### src/rtl/eth_sw_pkg.sv
// Shared types and constants for the two-port word-stream switch.
// The flit field `last` carries the frame end flag ("end" is a reserved word).
package eth_sw_pkg;

  localparam logic [31:0] DEF_PORTA_ADDR = 32'h0000_ABCD;
  localparam logic [31:0] DEF_PORTB_ADDR = 32'h0000_BEEF;

  typedef struct packed {
    logic [31:0] data;
    logic        start;
    logic        last;
  } word_t;

  typedef enum logic {
    PORT_A = 1'b0,
    PORT_B = 1'b1
  } port_e;

  typedef enum logic {
    ARB_IDLE = 1'b0,
    ARB_BUSY = 1'b1
  } arb_state_e;

  function automatic port_e other_port(input port_e p);
    return (p == PORT_A) ? PORT_B : PORT_A;
  endfunction

  function automatic port_e port_of(input int idx);
    return (idx == 1) ? PORT_B : PORT_A;
  endfunction

endpackage

### src/rtl/eth_sw_fifo.sv
// Synchronous word FIFO with registered count and full/empty flags.
// The head word is presented combinationally; it is meaningful only while not empty.
module eth_sw_fifo
  import eth_sw_pkg::*;
#(
  parameter int DEPTH = 8
) (
  input  logic                   clk,
  input  logic                   rst,
  input  logic                   wr_en_i,
  input  word_t                  wr_data_i,
  input  logic                   rd_en_i,
  output word_t                  rd_data_o,
  output logic [$clog2(DEPTH):0] count_o,
  output logic                   empty_o
);

  localparam int                AW       = $clog2(DEPTH);
  localparam logic [AW:0]       FULL_CNT = (AW + 1)'(DEPTH);
  localparam logic [AW:0]       CNT_ONE  = (AW + 1)'(1);
  localparam logic [AW-1:0]     PTR_ONE  = AW'(1);

  word_t         mem_q [DEPTH];
  logic [AW-1:0] wr_ptr_q;
  logic [AW-1:0] rd_ptr_q;
  logic [AW:0]   count_q;
  logic [AW:0]   count_d;
  logic          full_q;
  logic          empty_q;
  logic          wr_ok;
  logic          rd_ok;

  // A write into a full FIFO is dropped, even if a read frees a slot that cycle.
  assign wr_ok = wr_en_i && !full_q;
  assign rd_ok = rd_en_i && !empty_q;

  always_comb begin
    count_d = count_q;
    case ({wr_ok, rd_ok})
      2'b10:   count_d = count_q + CNT_ONE;
      2'b01:   count_d = count_q - CNT_ONE;
      default: count_d = count_q;
    endcase
  end

  always_ff @(posedge clk or posedge rst) begin
    if (rst) begin
      wr_ptr_q <= '0;
      rd_ptr_q <= '0;
      count_q  <= '0;
      full_q   <= 1'b0;
      empty_q  <= 1'b1;
    end else begin
      if (wr_ok) wr_ptr_q <= wr_ptr_q + PTR_ONE;
      if (rd_ok) rd_ptr_q <= rd_ptr_q + PTR_ONE;
      count_q <= count_d;
      full_q  <= (count_d == FULL_CNT);
      empty_q <= (count_d == '0);
    end
  end

  always_ff @(posedge clk) begin
    if (wr_ok) mem_q[wr_ptr_q] <= wr_data_i;
  end

  assign rd_data_o = mem_q[rd_ptr_q];
  assign count_o   = count_q;
  assign empty_o   = empty_q;

endmodule

### src/rtl/eth_sw_modport.sv
// Two-port word-stream switch: input framing and FIFOs, DA route decode,
// and one round-robin frame arbiter per output with registered outputs.
module eth_sw_modport
  import eth_sw_pkg::*;
#(
  parameter logic [31:0] PORTA_ADDR = DEF_PORTA_ADDR,
  parameter logic [31:0] PORTB_ADDR = DEF_PORTB_ADDR,
  parameter int          FIFO_DEPTH = 8
) (
  input  logic        clk,
  input  logic        rstn,
  input  logic [31:0] i_dataA,
  input  logic [31:0] i_dataB,
  input  logic        i_startA,
  input  logic        i_startB,
  input  logic        i_endA,
  input  logic        i_endB,
  output logic [31:0] o_dataA,
  output logic [31:0] o_dataB,
  output logic        o_startA,
  output logic        o_startB,
  output logic        o_endA,
  output logic        o_endB,
  output logic        portA_stall,
  output logic        portB_stall
);

  localparam int            CW       = $clog2(FIFO_DEPTH) + 1;
  localparam logic [CW-1:0] STALL_TH = CW'(FIFO_DEPTH - 2);

  logic          rst;
  logic [31:0]   in_data    [2];
  logic          in_start   [2];
  logic          in_end     [2];
  logic          in_frame_q [2];
  logic          in_frame_d [2];
  logic          in_vld_q   [2];
  logic          in_vld_d   [2];
  word_t         in_word_q  [2];
  word_t         in_word_d  [2];
  word_t         head       [2];
  logic          empty      [2];
  logic [CW-1:0] cnt        [2];
  logic          pop        [2];
  logic          route_vld  [2];
  port_e         route_port [2];
  logic          owned      [2];
  logic          req        [2][2];
  port_e         win        [2];
  arb_state_e    arb_q      [2];
  arb_state_e    arb_d      [2];
  port_e         own_q      [2];
  port_e         own_d      [2];
  port_e         rr_q       [2];
  port_e         rr_d       [2];
  word_t         fwd_word   [2];
  word_t         out_q      [2];

  // Despite its name, rstn is an active-high asynchronous reset.
  assign rst = rstn;

  assign in_data[0]  = i_dataA;
  assign in_data[1]  = i_dataB;
  assign in_start[0] = i_startA;
  assign in_start[1] = i_startB;
  assign in_end[0]   = i_endA;
  assign in_end[1]   = i_endB;

  // A start flag inside a frame is stored as plain data so heads stay trustworthy.
  always_comb begin
    for (int p = 0; p < 2; p++) begin
      in_frame_d[p] = in_frame_q[p];
      in_vld_d[p]   = in_frame_q[p] || in_start[p];
      in_word_d[p]  = '{data: in_data[p], start: in_start[p] && !in_frame_q[p], last: in_end[p]};
      if (in_vld_d[p]) in_frame_d[p] = !in_end[p];
    end
  end

  always_ff @(posedge clk or posedge rst) begin
    if (rst) begin
      for (int p = 0; p < 2; p++) begin
        in_frame_q[p] <= 1'b0;
        in_vld_q[p]   <= 1'b0;
      end
    end else begin
      for (int p = 0; p < 2; p++) begin
        in_frame_q[p] <= in_frame_d[p];
        in_vld_q[p]   <= in_vld_d[p];
      end
    end
  end

  always_ff @(posedge clk) begin
    for (int p = 0; p < 2; p++) in_word_q[p] <= in_word_d[p];
  end

  eth_sw_fifo #(.DEPTH(FIFO_DEPTH)) u_fifo_a (
    .clk       (clk),
    .rst       (rst),
    .wr_en_i   (in_vld_q[0]),
    .wr_data_i (in_word_q[0]),
    .rd_en_i   (pop[0]),
    .rd_data_o (head[0]),
    .count_o   (cnt[0]),
    .empty_o   (empty[0])
  );

  eth_sw_fifo #(.DEPTH(FIFO_DEPTH)) u_fifo_b (
    .clk       (clk),
    .rst       (rst),
    .wr_en_i   (in_vld_q[1]),
    .wr_data_i (in_word_q[1]),
    .rd_en_i   (pop[1]),
    .rd_data_o (head[1]),
    .count_o   (cnt[1]),
    .empty_o   (empty[1])
  );

  assign portA_stall = (cnt[0] >= STALL_TH);
  assign portB_stall = (cnt[1] >= STALL_TH);

  always_comb begin
    for (int p = 0; p < 2; p++) begin
      route_vld[p]  = head[p].start &&
                      ((head[p].data == PORTA_ADDR) || (head[p].data == PORTB_ADDR));
      route_port[p] = (head[p].data == PORTA_ADDR) ? PORT_A : PORT_B;
    end
  end

  always_comb begin
    for (int p = 0; p < 2; p++) begin
      pop[p]   = 1'b0;
      owned[p] = 1'b0;
    end
    for (int o = 0; o < 2; o++) begin
      arb_d[o]    = arb_q[o];
      own_d[o]    = own_q[o];
      rr_d[o]     = rr_q[o];
      win[o]      = PORT_A;
      fwd_word[o] = '0;
      for (int p = 0; p < 2; p++) begin
        req[o][p] = !empty[p] && route_vld[p] && (route_port[p] == port_of(o));
        if ((arb_q[o] == ARB_BUSY) && (own_q[o] == port_of(p))) owned[p] = 1'b1;
      end
    end

    for (int o = 0; o < 2; o++) begin
      if (arb_q[o] == ARB_IDLE) begin
        if (req[o][0] && req[o][1]) win[o] = rr_q[o];
        else if (req[o][1])         win[o] = PORT_B;
        if (req[o][0] || req[o][1]) begin
          fwd_word[o]  = head[win[o]];
          pop[win[o]]  = 1'b1;
          own_d[o]     = win[o];
          rr_d[o]      = other_port(win[o]);
          if (!head[win[o]].last) arb_d[o] = ARB_BUSY;
        end
      end else if (!empty[own_q[o]]) begin
        fwd_word[o]    = head[own_q[o]];
        pop[own_q[o]]  = 1'b1;
        if (head[own_q[o]].last) arb_d[o] = ARB_IDLE;
      end
    end

    // Unroutable starts and any unowned non-start words are drained one per cycle.
    for (int p = 0; p < 2; p++) begin
      if (!empty[p] && !owned[p] && !route_vld[p]) pop[p] = 1'b1;
    end
  end

  always_ff @(posedge clk or posedge rst) begin
    if (rst) begin
      for (int o = 0; o < 2; o++) begin
        arb_q[o] <= ARB_IDLE;
        own_q[o] <= PORT_A;
        rr_q[o]  <= PORT_A;
        out_q[o] <= '0;
      end
    end else begin
      for (int o = 0; o < 2; o++) begin
        arb_q[o] <= arb_d[o];
        own_q[o] <= own_d[o];
        rr_q[o]  <= rr_d[o];
        out_q[o] <= fwd_word[o];
      end
    end
  end

  assign o_dataA  = out_q[0].data;
  assign o_startA = out_q[0].start;
  assign o_endA   = out_q[0].last;
  assign o_dataB  = out_q[1].data;
  assign o_startB = out_q[1].start;
  assign o_endB   = out_q[1].last;

endmodule

### config.mk
export PLATFORM = sky130hd
export DESIGN_NAME = eth_sw_modport
export DESIGN_NICKNAME = d
export VERILOG_FILES = /design/src/rtl/eth_sw_pkg.sv /design/src/rtl/eth_sw_fifo.sv /design/src/rtl/eth_sw_modport.sv
export SDC_FILE = /design/constraint.sdc
export NUM_CORES = 1
export LEC_CHECK = 0
export BUFFER_PORTS_ARGS = -buffer_cell sky130_fd_sc_hd__buf_2
export CELL_PAD_IN_SITES_DETAIL_PLACEMENT = 0
export CELL_PAD_IN_SITES_GLOBAL_PLACEMENT = 2
export CORE_MARGIN = 4
export CORE_UTILIZATION = 43
export DETAILED_ROUTE_END_ITERATION = 10
export PLACE_DENSITY_LB_ADDON = 0.15
export SETUP_SLACK_MARGIN = 0.15
export SYNTH_ARGS = -nofsm -noshare
export SYNTH_HDL_FRONTEND = slang
export SYNTH_SLANG_ARGS = --single-unit
export TNS_END_PERCENT = 10
### constraint.sdc
create_clock -name clk -period 4.5 [get_ports clk]
set_clock_uncertainty 0.05 [all_clocks]
set_input_delay 0.225 -clock clk [delete_from_list [all_inputs] [get_ports clk]]
set_output_delay 0.225 -clock clk [all_outputs]
set_load 0.1 [all_outputs]
* Word level (Yosys, flattened, before mapping)
Memories as Yosys holds them, arrays and structs flattened. Index checks and enable logic that the tools add are counted.
Operators by class: $mul 0, equal/unequal tests 10, $add $sub $neg 8, shift-type cells 0, $lt $le $gt $ge 10, muxes and demuxes 70, reduce and logical (&&, ||, !) cells 50, bitwise gates (word level) 10, divide/modulo/power cells 0
Operators by type and width (number):
- two-way mux 34 bit | 18
- == test 32 x 16 -> 1 bit, second input constant | 4
- two-way mux 1 bit | 40
- logical AND 1 bit | 28
- case mux 4 bit (2 select lines) | 2
- adder 3 x 1 -> 3 bit, second input constant | 4
- logical NOT 1 bit | 12
- two-way mux 2 bit | 6
- adder 4 x 1 -> 4 bit, second input constant | 2
- == test 4 bit, second input constant | 2
- >= comparator 2 bit, second input constant | 4
- >= comparator 4 x 3 -> 1 bit, second input constant | 2
- logical NOT 4 bit | 2
- less-than comparator 2 x 1 -> 1 bit, second input constant | 4
- NOT 1 -> 2 bit | 4
- subtractor 4 x 1 -> 4 bit, second input constant | 2
- logical OR 1 bit | 6
- demux 1 bit (select 1 bit) | 4
- == test 2 x 1 -> 1 bit, second input constant | 2
- == test 2 bit, second input constant | 2
- NOT 1 bit | 4
- OR 2 bit | 2
- AND reduction 2 bit | 2
Storage, ports and cells: register bits 102, bits of input ports 70, RAM bits 612, output and inout port bits 70, ROM bits 0, logic and storage cells 187, memories kept 3, latch bits 0
Memories:
- u_fifo_a.mem_q | words 8, width 34, read ports 1, clocked after Yosys merged registers in 0, write ports 1, line eth_sw_fifo.sv:23 | word_t mem_q [DEPTH];
- u_fifo_b.mem_q | words 8, width 34, read ports 1, clocked after Yosys merged registers in 0, write ports 1, line eth_sw_fifo.sv:23
- in_word_q | words 2, width 34, read ports 2, clocked after Yosys merged registers in 0, write ports 2, line eth_sw_modport.sv:39 | word_t in_word_q [2];

* Depth between registers and ports, before layout
Gate-level depths: netlist of the first run. An unclocked memory read counts as a cell.
word-level depth 24, gate-level depth with buffers 19, mapped depth without buffers 15

* Hierarchy
A second synthesis of the first run with hierarchy kept.
Second synthesis, totals: cells, all modules 1320, area total of the unflattened synthesis 26684.3 um^2
By module, submodules not included:
- eth_sw_fifo | area each 10885.4 um^2, instances 2, cells each 468, sequential area each 8469.4 um^2
- eth_sw_modport | area each 4913.5 um^2, instances 1, cells each 384, sequential area each 3313.2 um^2

* Worst setup path after synthesis of the first run
No wires, ideal clock.
kind flip-flop to flip-flop, from register u_fifo_a.full_q, to memory u_fifo_a.mem_q[1][0] (netlist bit), enable pin, data arrival time 4.314 ns, required time 3.927 ns, period minus slack after synthesis 4.887 ns, path slack -0.387 ns, stages on the path, launching flop included 4, setup time 0.523 ns, path buffers 0, cells stage by stage dfrtp_1 nor2b_1 inv_1 nor4b_1
On the way: cells in the longest elaborated chain, start to end 4
RTL lines:
- start: declaration | line eth_sw_fifo.sv:28 | logic full_q;
- start signal: assignment | line eth_sw_fifo.sv:57 | full_q <= (count_d == FULL_CNT);
- logical NOT 1 bit | line eth_sw_fifo.sv:34 | assign wr_ok = wr_en_i && !full_q;
- logical AND 1 bit | line eth_sw_fifo.sv:34
- two-way mux 1 bit | line eth_sw_fifo.sv:63 | if (wr_ok) mem_q[wr_ptr_q] <= wr_data_i;
- two-way mux 1 bit (implied by the code) | line eth_sw_fifo.sv:63
- end: declaration | line eth_sw_fifo.sv:23
Every way passes these cells.

* Final worst setup path of the first run
from register u_fifo_a.rd_ptr_q[0], to register u_fifo_b.full_q
On the way: cells in the longest elaborated chain, start to end 24, elaborated cells between the ends (all ways) 42, those cells by class order compare: 4; eq/ne: 5; mux: 16; bitwise: 4; reduce/logical: 12; memory: 1
RTL lines:
- start: declaration | line eth_sw_fifo.sv:25 | logic [AW-1:0] rd_ptr_q;
- start signal: assignment | line eth_sw_fifo.sv:55 | if (rd_ok) rd_ptr_q <= rd_ptr_q + PTR_ONE;
- memory read (8 x 34 bit) (*)
- == test 32 x 16 -> 1 bit, on equally long branches | line eth_sw_modport.sv:125, eth_sw_modport.sv:126
- logical OR 1 bit | line eth_sw_modport.sv:125 | ((head[p].data == PORTA_ADDR) || (head[p].data == PORTB_ADDR));
- logical AND 1 bit | line eth_sw_modport.sv:124 | route_vld[p] = head[p].start &&
- logical AND 1 bit (2 in series) | line eth_sw_modport.sv:142 | req[o][p] = !empty[p] && route_vld[p] && (route_port[p] == port_of(o));
- logical AND 1 bit | line eth_sw_modport.sv:149 | if (req[o][0] && req[o][1]) win[o] = rr_q[o];
- two-way mux 1 bit | line eth_sw_modport.sv:149
- two-way mux 1 bit | line eth_sw_modport.sv:148 | if (arb_q[o] == ARB_IDLE) begin
- (+9 left out)
- two-way mux 2 bit (*) | line eth_sw_modport.sv:148
- two-way mux 1 bit (*) | line eth_sw_modport.sv:167 | if (!empty[p] && !owned[p] && !route_vld[p]) pop[p] = 1'b1;
- logical AND 1 bit (*) | line eth_sw_fifo.sv:35 | assign rd_ok = rd_en_i && !empty_q;
- named net u_fifo_b.rd_ok | line eth_sw_fifo.sv:31 | logic rd_ok;
- == test 2 x 1 -> 1 bit or == test 2 bit (tied branches) | line eth_sw_fifo.sv:39 | case ({wr_ok, rd_ok})
- case mux 4 bit (2 select lines) (*) | line eth_sw_fifo.sv:39
- named net u_fifo_b.count_d[2] | line eth_sw_fifo.sv:27 | logic [AW:0] count_d;
- == test 4 bit (*) | line eth_sw_fifo.sv:57
- end signal: assignment | line eth_sw_fifo.sv:57
- end: declaration | line eth_sw_fifo.sv:28
The timed path passes the listed nets; every way through them passes the cells marked *. The select of a mux whose other input is x is not followed. A chain may end at the register's enable or synchronous reset.

==> results.ini, run 1 <==
[clock_tree]
clk_latency_ns=0.61
clock_sinks=714
cts_buffers=77
cts_max_level=3
clock_path_buffers=3
root_buffer=clkbuf_16
cts.clk_slew.worst_paths_ns=0.06
cts_tree=yes

[detailed_routing]
wl_um=65400
vias_per_cell=5.26
drtIter0Drc=1031
routedWlPerCell_um=24.2
detail-route-antenna-nets=0
firstDrtPassIters=5
vias=14200
drc=0

[power_and_ir_drop]
netSwitchingPower_mw=6.93
switching_share=0.305
comb_power_share=0.347
p_int_mw=15.8
leakagePower_nw=12.4
power.share.sequential=0.382
pwr-share-clk=0.272
finalPower_mw=22.7
power_density_nw_per_um2=674
ir_drop_mv=0.320

[worst_setup_path]
timing.rr.start=u_fifo_a.rd_ptr_q[0]
end_kind=register
cp_data_required_time_ns=4.98
crit_fanout=12
reg2reg_to=u_fifo_b.full_q
start_kind=register
path_buf_inv=2
path_cells=buf_12 > mux4_2 > mux2_4 > or4b_4 > or4_4 > o311a_1 > or3_4 > ha_4 > buf_4 > ha_4 > xor2_1 > o21ai_1 > or3_4 > nor2b_1
cp_num_cells=14
crit_start=u_fifo_a.rd_ptr_q[0]
rrSetupSlack_ns=-0.21
cp_top_family=simple AND/OR/NAND/NOR gates
r2r_cells=14
worstSetupPathType=reg -> reg
cpPeakStageDelay_ns=0.55
arrival_ns=5.19
critPathSlowestCell=or4b_4

[global_routing]
grt_pass1_wl_um=97800
grt_pass1_vias=15000
grt_max_degree=65
grt_usage=0.198
antenna_found_initial=2
grt_overflow=0

[floorplan]
dieWidth_um=258
coreArea_um2=61700
start_util=0.434
die_h_um=258
ios=140
row_count=91
die-area_um2=66400

[sta]
holdWs_ns=0.0930
final.setup.worst_slack_ns=-0.211
setup_tns_ns=-0.948
max_freq_mhz=212
worst_slew_pin_slew_ns=1.02
fin_crit_sh=1.05
period_needed_ns=4.71
setup_viol=6
slew_violations=0
hold_viol=0
slew-limit-headroom=0.319
rsz0062_at_grt=true

[synth]
yosys_warnings=0
synthCells=1368
netlist_top_cells_area=edfxtp_1 (61%), mux4_2 (10%), dfrtp_1 (9.3%)
synth-edff-count=544
synth-seq-area-share=0.755
ys_ff_latch=714
synth_nets=1450
synth.top_cell.area_share=0.609
avgSynthCellArea_um2=19.6
synth_cell_types=67
synth_top_area_cell=edfxtp_1
synth_flop_cell=edfxtp_1
ys_async_sr_fraction=0.143
netlist_area_um2=26800

[layout]
layout_commonest_cell=edfxtp_1
areaGrowthSynthToFinish_pct=25.7
antenna_cells=0
drive_gt1_frac=0.381
final_nets=1878
fin_util=0.546
final_cell_mix=edfxtp_1 (544), buf_4 (179), buf_2 (139)
postLayoutCellArea_um2=33700

[placed_design]
hpwl_um=41500
placed_area_um2=29900
port_buffers=139
globalplace.congestion=0.793

[worst_hold_path]
hold_class=in -> async

[run_status]
violations=setup timing
outcome=finished with violations

[job]
max-cap-violations=0

## through the flow
| step | std cells | setup slack (ns) |
|---|---|---|
| 3_5_place_dp | 2465 | -0.705 |
| 6_report | 2698 | -0.211 |
| 4_1_cts | 2694 | -0.180 |
| 5_1_grt | 2698 | -0.352 |
| 2_1_floorplan | 1368 | -0.244 |
| 3_3_place_gp | 2465 | -0.602 |
## layout make-up
class                      instances  area [um2]
clock buffer                     112        2210
clock inverter                    32         299
fill                            4957       28000
inverter                          12        47.5
multi-input combinational        577        6610
sequential                       714       20300
tap                              837        1050
timing repair buffer             414        3230
## worst max-delay path by stage
stage,to,slack [ns]
4_1_cts,u_fifo_b.full_q,-0.18
3_3_place_gp,u_fifo_a.full_q,-0.60
3_5_place_dp,u_fifo_a.full_q,-0.71
2_1_floorplan,u_fifo_a.full_q,-0.24
6_report,u_fifo_b.full_q,-0.21
5_1_grt,u_fifo_a.full_q,-0.35
## routing by layer
layer / vias up / global-route usage / part of all wire
met2: 358 / 0.310 / 0.47
met3: 77 / 0.0355 / 0.048
met4: 2 / 0.0463 / 0.015
li1: 6339 / - / -
met1: 7402 / 0.294 / 0.46
met5: - / 0 / 0.00017
## worst min-delay path, cell delays in order
cell	delay, ns
dlygate4sd3_1	0.53
buf_2	0.13
inv_4	0.26
## cell usage after synthesis, types with 19 or more instances
cell and instances:
edfxtp_1 544, dfxtp_1 68, a211oi_1 39, nor2_1 66, dfrtp_1 100, mux2i_1 46, mux2_2 42, clkbuf_1 22
nand2_1 69, mux4_2 124, o211ai_1 22, buf_2 19
## logic make-up (layout without fill, tap and decap cells)
| family | Yosys count | count (layout) | synth area share |
|---|---|---|---|
| adders and majority gates | 12 | 12 | 0.00616 |
| AOI/OAI and AO/OA | 110 | 110 | 0.0299 |
| DFF | 714 | 714 | 0.755 |
| and+or+nand+nor | 217 | 217 | 0.0414 |
| muxes | 222 | 222 | 0.148 |
| buffers and inverters | 77 | 570 | 0.0140 |
| xor gates and xnor gates | 16 | 16 | 0.00523 |
## sequential cells by signal, indices dropped and copies added, names as in the netlist, 4 cells and up
signal and flops:
o_dataB 32, in_word_q 68, u_fifo_a.count_o 4, u_fifo_a.mem_q 272, o_dataA 32, u_fifo_b.mem_q 272
u_fifo_b.count_o 4
## power groups by stage
stage	Clock, mW	Sequential (mW)	Combinational (mW)
3_3_place_gp	0	8.73	7.40
5_1_grt	6.67	8.76	8.43
3_5_place_dp	0	8.78	7.41
6_report	6.18	8.67	7.88
4_1_cts	6.35	8.68	7.90
2_1_floorplan	0	8.60	4.08
## repair_timing
item / in CTS / in global routing
hold buffers: 69 / 0
endpoints found under the hold margin: 128 / 0
buffers inserted: 14 / 3
pin swaps: 19 / 5
setup endpoints to repair: 11 / 10
resized for setup: 65 / 17
gates cloned: 2 / 1
Note: power is estimated with default switching activity, not from simulation.
==> run 2: changes to the inputs <==
--- a/config.mk
+++ b/config.mk
@@ -9,9 +9,10 @@
 export CELL_PAD_IN_SITES_DETAIL_PLACEMENT = 0
 export CELL_PAD_IN_SITES_GLOBAL_PLACEMENT = 2
 export CORE_MARGIN = 4
-export CORE_UTILIZATION = 43
+export CORE_UTILIZATION = 44
 export DETAILED_ROUTE_END_ITERATION = 10
 export PLACE_DENSITY_LB_ADDON = 0.15
+export RECOVER_POWER = 100
 export SETUP_SLACK_MARGIN = 0.15
 export SYNTH_ARGS = -nofsm -noshare
 export SYNTH_HDL_FRONTEND = slang
==> constraint.sdc (replaced) <==
create_clock -name clk -period 4.8 [get_ports clk]
set_clock_uncertainty 0.05 [all_clocks]
set_input_delay 0.24 -clock clk [delete_from_list [all_inputs] [get_ports clk]]
set_output_delay 0.24 -clock clk [all_outputs]
set_load 0.1 [all_outputs]
==> results.ini, run 2 (same netlist as run 1, synthesis figures left out) <==
[worst_setup_path]
end_kind=register
critPathSlowestCell=or4b_4
arrival_ns=5.17  ; -0.02 ns
path_cells=mux4_2 > mux2_4 > nand4b_4 > or4b_4 > or4_4 > o311a_4 > or3_4 > ha_4 > ha_1 > a21o_1 > a21oi_2 > xnor2_1 > nor2_1 > xor2_1 > buf_4 > nor2_2
cp_num_cells=16  ; +2
timing.rr.start=u_fifo_a.rd_ptr_q[1]
path_buf_inv=1  ; -1
reg2reg_to=u_fifo_b.empty_o
crit_fanout=6  ; -6
cpPeakStageDelay_ns=0.56  ; about the same
r2r_cells=16  ; +2
start_kind=register
cp_top_family=simple AND/OR/NAND/NOR gates
rrSetupSlack_ns=0.13  ; +0.34 ns
cp_data_required_time_ns=5.29  ; +0.31 ns
worstSetupPathType=reg -> reg

[detailed_routing]
wl_um=64500  ; -1.3%
vias=14200  ; -0.035%
detail-route-antenna-nets=0  ; unchanged
firstDrtPassIters=5  ; unchanged
routedWlPerCell_um=24.6  ; +1.7%
dr_wl_met2_um=29600  ; -3.9%
wirelength_met1_um=30500  ; +0.48%
drtIter0Drc=1037  ; +0.58%
top_layer=met4
vias_per_cell=5.41  ; +3.0%
wl_met3_um=3390  ; +7.7%
drc=0  ; unchanged

[layout]
antenna_cells=0  ; unchanged
final_nets=1857  ; -1.1%
postLayoutCellArea_um2=33000  ; -2.2%
layout_commonest_cell=edfxtp_1
final_cell_mix=edfxtp_1 (544), buf_4 (160), mux4_2 (126)
drive_gt1_frac=0.319  ; -0.0620
seq_area_um2=20300  ; about the same
reg_top3=u_fifo_a.mem_q (272), u_fifo_b.mem_q (272), in_word_q (68)
areaGrowthSynthToFinish_pct=23.0
multi_input_area_um2=6480  ; -1.9%
nFillCells=4796  ; -3.2%

[floorplan]
dieWidth_um=255  ; -1.1%
die_h_um=255  ; -1.1%
row_count=90  ; -1.1%
coreArea_um2=60400  ; -2.2%
start_util=0.444  ; +0.00974
die-area_um2=64900  ; -2.2%
ios=140  ; unchanged

[clock_tree]
cts_tree=yes
cts_buffers=74  ; -3.9%
clock_sinks=714  ; unchanged
clk_latency_ns=0.61  ; about the same
clock_path_buffers=3  ; unchanged
cts.clk_slew.worst_paths_ns=0.06  ; about the same
root_buffer=clkbuf_16
cts_max_level=3  ; unchanged

[global_routing]
grt_overflow=0  ; unchanged
grt_pass1_vias=14600  ; -2.5%
grt_max_degree=62  ; -4.6%
antenna_found_initial=1  ; -1
grt_usage=0.201  ; +0.00269
grt_pass1_wl_um=96000  ; -1.8%

[worst_hold_path]
hp-start=i_dataA[15]
hold_class=in -> reg
holdPathStages=2
min_to=in_word_q[0][17]

[sta]
hold_viol=0  ; unchanged
slew-limit-headroom=-0.910  ; -1.23
max_freq_mhz=214  ; +0.81%
period_needed_ns=4.67  ; -0.0379 ns
setup_tns_ns=0  ; +0.948 ns
slew_violations=257  ; +257
worst_slew_pin_slew_ns=2.85  ; +1.83 ns
setup_viol=0  ; -6
rsz0062_at_grt=true
fin_crit_sh=0.974  ; -0.0733

[power_and_ir_drop]
power_density_nw_per_um2=626  ; -7.2%
ir_drop_mv=0.297  ; -7.0%
leakagePower_nw=11.9  ; -4.3%

[placed_design]
placed_area_um2=29700  ; -0.82%
port_buffers=139  ; unchanged
hpwl_um=41300  ; -0.46%
globalplace.congestion=0.825  ; +4.0%

[run_status]
outcome=finished with violations
violations=capacitance limit, slew limit

[job]
max-cap-violations=7  ; +7

run 2: cell types whose count changed in the layout (fill, tap and decap cells not counted), sizes merged:
cell / previous run / this run
clkbuf: 113 / 190
bufinv: 5 / 2
bufbuf: 0 / 1
clkinv: 20 / 30
inv: 17 / 16
buf: 344 / 236
run 2: metrics by stage:
stage          cells  hold WS [ns]  utilization  setup slack [ns]  power [mW]
2_1_floorplan   1368         0.218            -            0.0557        11.9
3_3_place_gp    2390         0.293        0.491            -0.223        14.9
3_5_place_dp    2390         0.294        0.491            -0.224        14.9
4_1_cts         2615         0.176        0.548             0.134        20.8
5_1_grt         2619         0.203        0.546           -0.0528        21.6
6_report        2619         0.216        0.546             0.127        20.6
run 2: how the worst max path moves through the flow:
stage / slack (ns) / from / endpoint
after global placement: -0.22 / u_fifo_b.rd_ptr_q[1] / u_fifo_a.full_q
after detailed placement: -0.22 / u_fifo_b.rd_ptr_q[1] / u_fifo_a.empty_o
after global routing: -0.05 / u_fifo_b.rd_ptr_q[1] / u_fifo_a.full_q
final: 0.13 / u_fifo_a.rd_ptr_q[1] / u_fifo_b.empty_o
after floorplan: 0.06 / u_fifo_a.rd_ptr_q[1] / u_fifo_a.full_q
after CTS: 0.13 / u_fifo_b.rd_ptr_q[1] / u_fifo_a.full_q
run 2: worst register-to-register path: cells and delay by family, from the launching register on:
family                   cells  cell delay, ns
AO/OA/AOI/OAI                3            0.68
XOR/XNOR                     2            0.28
adder cells (fa/ha/maj)      2            0.45
buffers and inverters        1            0.14
flip-flops                   1            0.52
multiplexers                 2            0.83
AND/OR/NAND/NOR              6            1.67
run 2: repair_timing:
action                     in CTS  in global routing
gates cloned                    1                  0
resized for setup              48                 10
setup endpoints to repair       7                  6
buffers inserted               17                  4
hold buffers                   69                  0
pin swaps                      23                 14
hold endpoints to repair      132                  0
run 2: final cells by class:
type,instances,share of cell area
inverter,12,0.00140
clock buffer,100,0.0619
clock inverter,38,0.00857
multi-input combinational,577,0.196
tap,782,0.0297
timing repair buffer,396,0.0875
sequential,714,0.615
run 2: power breakdown:
part	total, mW	switching, mW	internal (mW)
Combinational	7.05	3.68	3.38
Sequential	8.12	0.385	7.73
Clock	5.47	2.34	3.12
Total	20.6	6.40	14.2
run 2: routing by layer:
layer	vias up	GRT usage
met5	-	0
li1	6308	-
met2	371	0.308
met4	0	0.0465
met1	7422	0.308
met3	72	0.0325
==> run 3: changes to the inputs <==
--- a/config.mk
+++ b/config.mk
@@ -16,5 +16,6 @@
 export SETUP_SLACK_MARGIN = 0.15
 export SYNTH_ARGS = -nofsm -noshare
 export SYNTH_HDL_FRONTEND = slang
+export SYNTH_HIERARCHICAL = 1
 export SYNTH_SLANG_ARGS = --single-unit
 export TNS_END_PERCENT = 10
==> results.ini, run 3 <==
[synth]
yosys_warnings=6  ; +6
synthCells=1320  ; -3.5%
synth_cell_types=60  ; -10%
synth_nets=1398  ; -3.6%
netlist_area_um2=26700  ; -0.47%
synth_common_cells=edfxtp_1 (544), mux4_2 (136), dfrtp_1 (100)
synth_top_area_cell=edfxtp_1
avgSynthCellArea_um2=20.2  ; +3.2%
netlist_top_cells_area=edfxtp_1 (61%), mux4_2 (11%), dfrtp_1 (9.4%)
yosysMostFrequentCell=edfxtp_1
ys_ff_latch=714  ; unchanged
synth-seq-area-share=0.759  ; +0.00354
synth_flop_cell=edfxtp_1
synth.top_cell.area_share=0.612  ; +0.00286
ys_async_sr_fraction=0.143  ; unchanged
synth-edff-count=544  ; unchanged

[detailed_routing]
routedWlPerCell_um=23.9  ; -3.0%
vias_per_cell=5.32  ; -1.8%
drc=0  ; unchanged
wl_um=60700  ; -6.0%
firstDrtPassIters=5  ; unchanged
vias=13500  ; -4.8%
drtIter0Drc=741  ; -29%
detail-route-antenna-nets=0  ; unchanged

[power_and_ir_drop]
p_int_mw=14.6  ; +2.9%
power.share.sequential=0.393  ; about the same
netSwitchingPower_mw=6.25  ; -2.5%
ir_drop_mv=0.307  ; +3.1%
pwr-share-clk=0.282  ; +0.017
switching_share=0.299  ; -0.0113
power_density_nw_per_um2=641  ; +2.5%
comb_power_share=0.325  ; -0.017
leakagePower_nw=11.3  ; -4.7%
finalPower_mw=20.9  ; +1.3%

[floorplan]
coreArea_um2=60200  ; -0.19%
die-area_um2=64700  ; -0.45%
ios=140  ; unchanged
row_count=90  ; unchanged
die_h_um=254  ; -0.23%
dieWidth_um=254  ; -0.23%
start_util=0.443  ; -0.00125

[sta]
setup_viol=5  ; +5
slew-limit-headroom=-1.33  ; -0.423
slew_violations=477  ; +86%
hold_viol=0  ; unchanged
fin_crit_sh=1.04  ; +0.0631
rsz0062_at_grt=true
period_needed_ns=4.98  ; +0.303 ns
worst_slew_pin_slew_ns=3.49  ; +0.637 ns
final.setup.worst_slack_ns=-0.176  ; -0.303 ns
max_freq_mhz=201  ; -6.1%

[placed_design]
port_buffers=139  ; unchanged
hpwl_um=37600  ; -9.1%
placed_cells=2323  ; -2.8%
globalplace.congestion=0.771  ; -6.5%

[global_routing]
grt_overflow=0  ; unchanged
grt_usage=0.189  ; -0.0115
grt_pass1_wl_um=90300  ; -5.9%
antenna_found_initial=0  ; -1
grt_max_degree=69  ; +11%
grt_pass1_vias=14100  ; -3.8%

[worst_setup_path]
worstSetupPathType=reg -> reg
arrival_ns=5.46  ; +0.29 ns
cp_data_required_time_ns=5.28  ; about the same
crit_fanout=7  ; +1
critPathSlowestCell=or4b_4
cpPeakStageDelay_ns=0.52  ; -0.04 ns
path_buf_inv=2  ; +1
path_cells=buf_12 > mux4_2 > mux2_4 > or4b_4 > or3_4 > or4_4 > o21ai_2 > or2_4 > o211ai_1 > nand2b_4 > inv_4 > nand2_4 > xnor2_2 > ha_2 > a21oi_1 > or3_4 > a2111o_1 > a31o_1 > nor2b_2
end_kind=register
start_kind=register
cp_common_cell=or3_4
cp_top_family=simple AND/OR/NAND/NOR gates

[layout]
nFillCells=4771  ; -0.52%
layout_commonest_cell=edfxtp_1
drive_gt1_frac=0.306  ; -0.0126
reg_top3=u_fifo_a/mem_q (272), u_fifo_b/mem_q (272), in_word_q (68)
final_cells=2538  ; -3.1%
final_nets=1770  ; -4.7%
final_cell_mix=edfxtp_1 (544), mux4_2 (136), clkbuf_1 (131)
areaGrowthSynthToFinish_pct=22.1
antenna_cells=0  ; unchanged

[clock_tree]
clock_path_buffers=3  ; unchanged
cts_max_level=3  ; unchanged
clk_latency_ns=0.61  ; about the same
clock_sinks=714  ; unchanged
cts_tree=yes
root_buffer=clkbuf_16
cts.clk_slew.worst_paths_ns=0.06  ; about the same
cts_buffers=76  ; +2.7%

[run_status]
violations=capacitance limit, slew limit, setup timing
outcome=finished with violations

[job]
max-cap-violations=18  ; +11

[worst_hold_path]
hold_class=in -> reg

run 3: cell types whose count changed after synthesis, moves of 11 or more:
cell / before / now
nand2_1: 69 / 34
a211oi_1: 39 / 2
mux2i_1: 46 / 67
clkbuf_1: 22 / 33
mux4_2: 124 / 136
mux2_2: 42 / 70
o211ai_1: 22 / 1
o21ai_1: 0 / 12
run 3: routing by layer:
metal  part of all wire  global-route usage
met1               0.46               0.280
met2               0.47               0.298
met3              0.048              0.0308
met4              0.016              0.0491
met5                  0                   0
run 3: repair_timing:
item | in CTS | in global routing
endpoints found under the hold margin | 104 | 0
setup buffers | 3 | 1
hold buffers | 69 | 0
gates resized for setup | 11 | 9
pin swaps | 6 | 3
endpoints found under the setup margin | 8 | 8
run 3: power by group through the flow:
stage	logic (mW)	registers (mW)	clock network, mW
2_1_floorplan	4.10	8.14	0
3_3_place_gp	6.87	8.25	0
3_5_place_dp	6.88	8.29	0
4_1_cts	7.03	8.17	6.06
5_1_grt	7.31	8.29	6.33
6_report	6.80	8.20	5.89
run 3: worst paths after layout:
path | endpoint | startpoint | slack [ns] | cells past startpoint
max | u_fifo_b/full_q | u_fifo_a/rd_ptr_q[0] | -0.18 | 19
min reg2reg | in_word_q[0][1] | in_frame_q[1] | 0.37 | 1
max reg2reg | u_fifo_b/full_q | u_fifo_a/rd_ptr_q[0] | -0.18 | 19
max in group asynchronous | own_q[0] | rstn | 2.34 | 4
min | in_word_q[0][24] | i_dataA[22] | 0.21 | 2
min in group asynchronous | o_dataA[19] | rstn | 0.22 | 3
run 3: logic make-up (layout without fill, tap and decap cells):
logic type,after synthesis,count (layout),share of synthesized area
and+or+nand+nor,170,170,0.0343
DFF,714,714,0.759
adders and majority gates,8,8,0.00375
buffers and inverters,73,509,0.0121
muxes,273,273,0.169
AOI/OAI and AO/OA,68,68,0.0169
xor gates and xnor gates,14,14,0.00460
run 3: through the flow:
step	utilization	setup slack, ns	setup TNS [ns]	cell area [um2]	hold slack (ns)
floorplan	-	-0.104	-0.352	26800	0.0540
global placement	0.490	-0.223	-0.913	29500	0.148
detailed placement	0.490	-0.287	-1.01	29500	0.145
CTS	0.545	-0.166	-0.628	32800	0.0391
global route	0.541	-0.375	-1.89	32600	0.193
finish	0.541	-0.176	-0.725	32600	0.212
run 3: area by class of cell:
type,instances,area [um2],area share
Clock buffer,106,2140,0.0656
Timing Repair Buffer,356,2500,0.0767
Tap cell,782,978,0.0300
Clock inverter,36,417,0.0128
Sequential cell,714,20300,0.622
Inverter,11,45.0,0.00138
Multi-Input combinational cell,533,6240,0.191
run 3: worst register-to-register path, cell delays in order, from the launching register on:
cell	delay [ns]
dfrtp_4	0.50
buf_12	0.16
mux4_2	0.50
mux2_4	0.27
or4b_4	0.52
or3_4	0.38
or4_4	0.45
o21ai_2	0.15
or2_4	0.14
o211ai_1	0.15
nand2b_4	0.13
inv_4	0.05
nand2_4	0.05
xnor2_2	0.10
ha_2	0.18
a21oi_1	0.04
or3_4	0.35
a2111o_1	0.40
a31o_1	0.20
nor2b_2	0.11
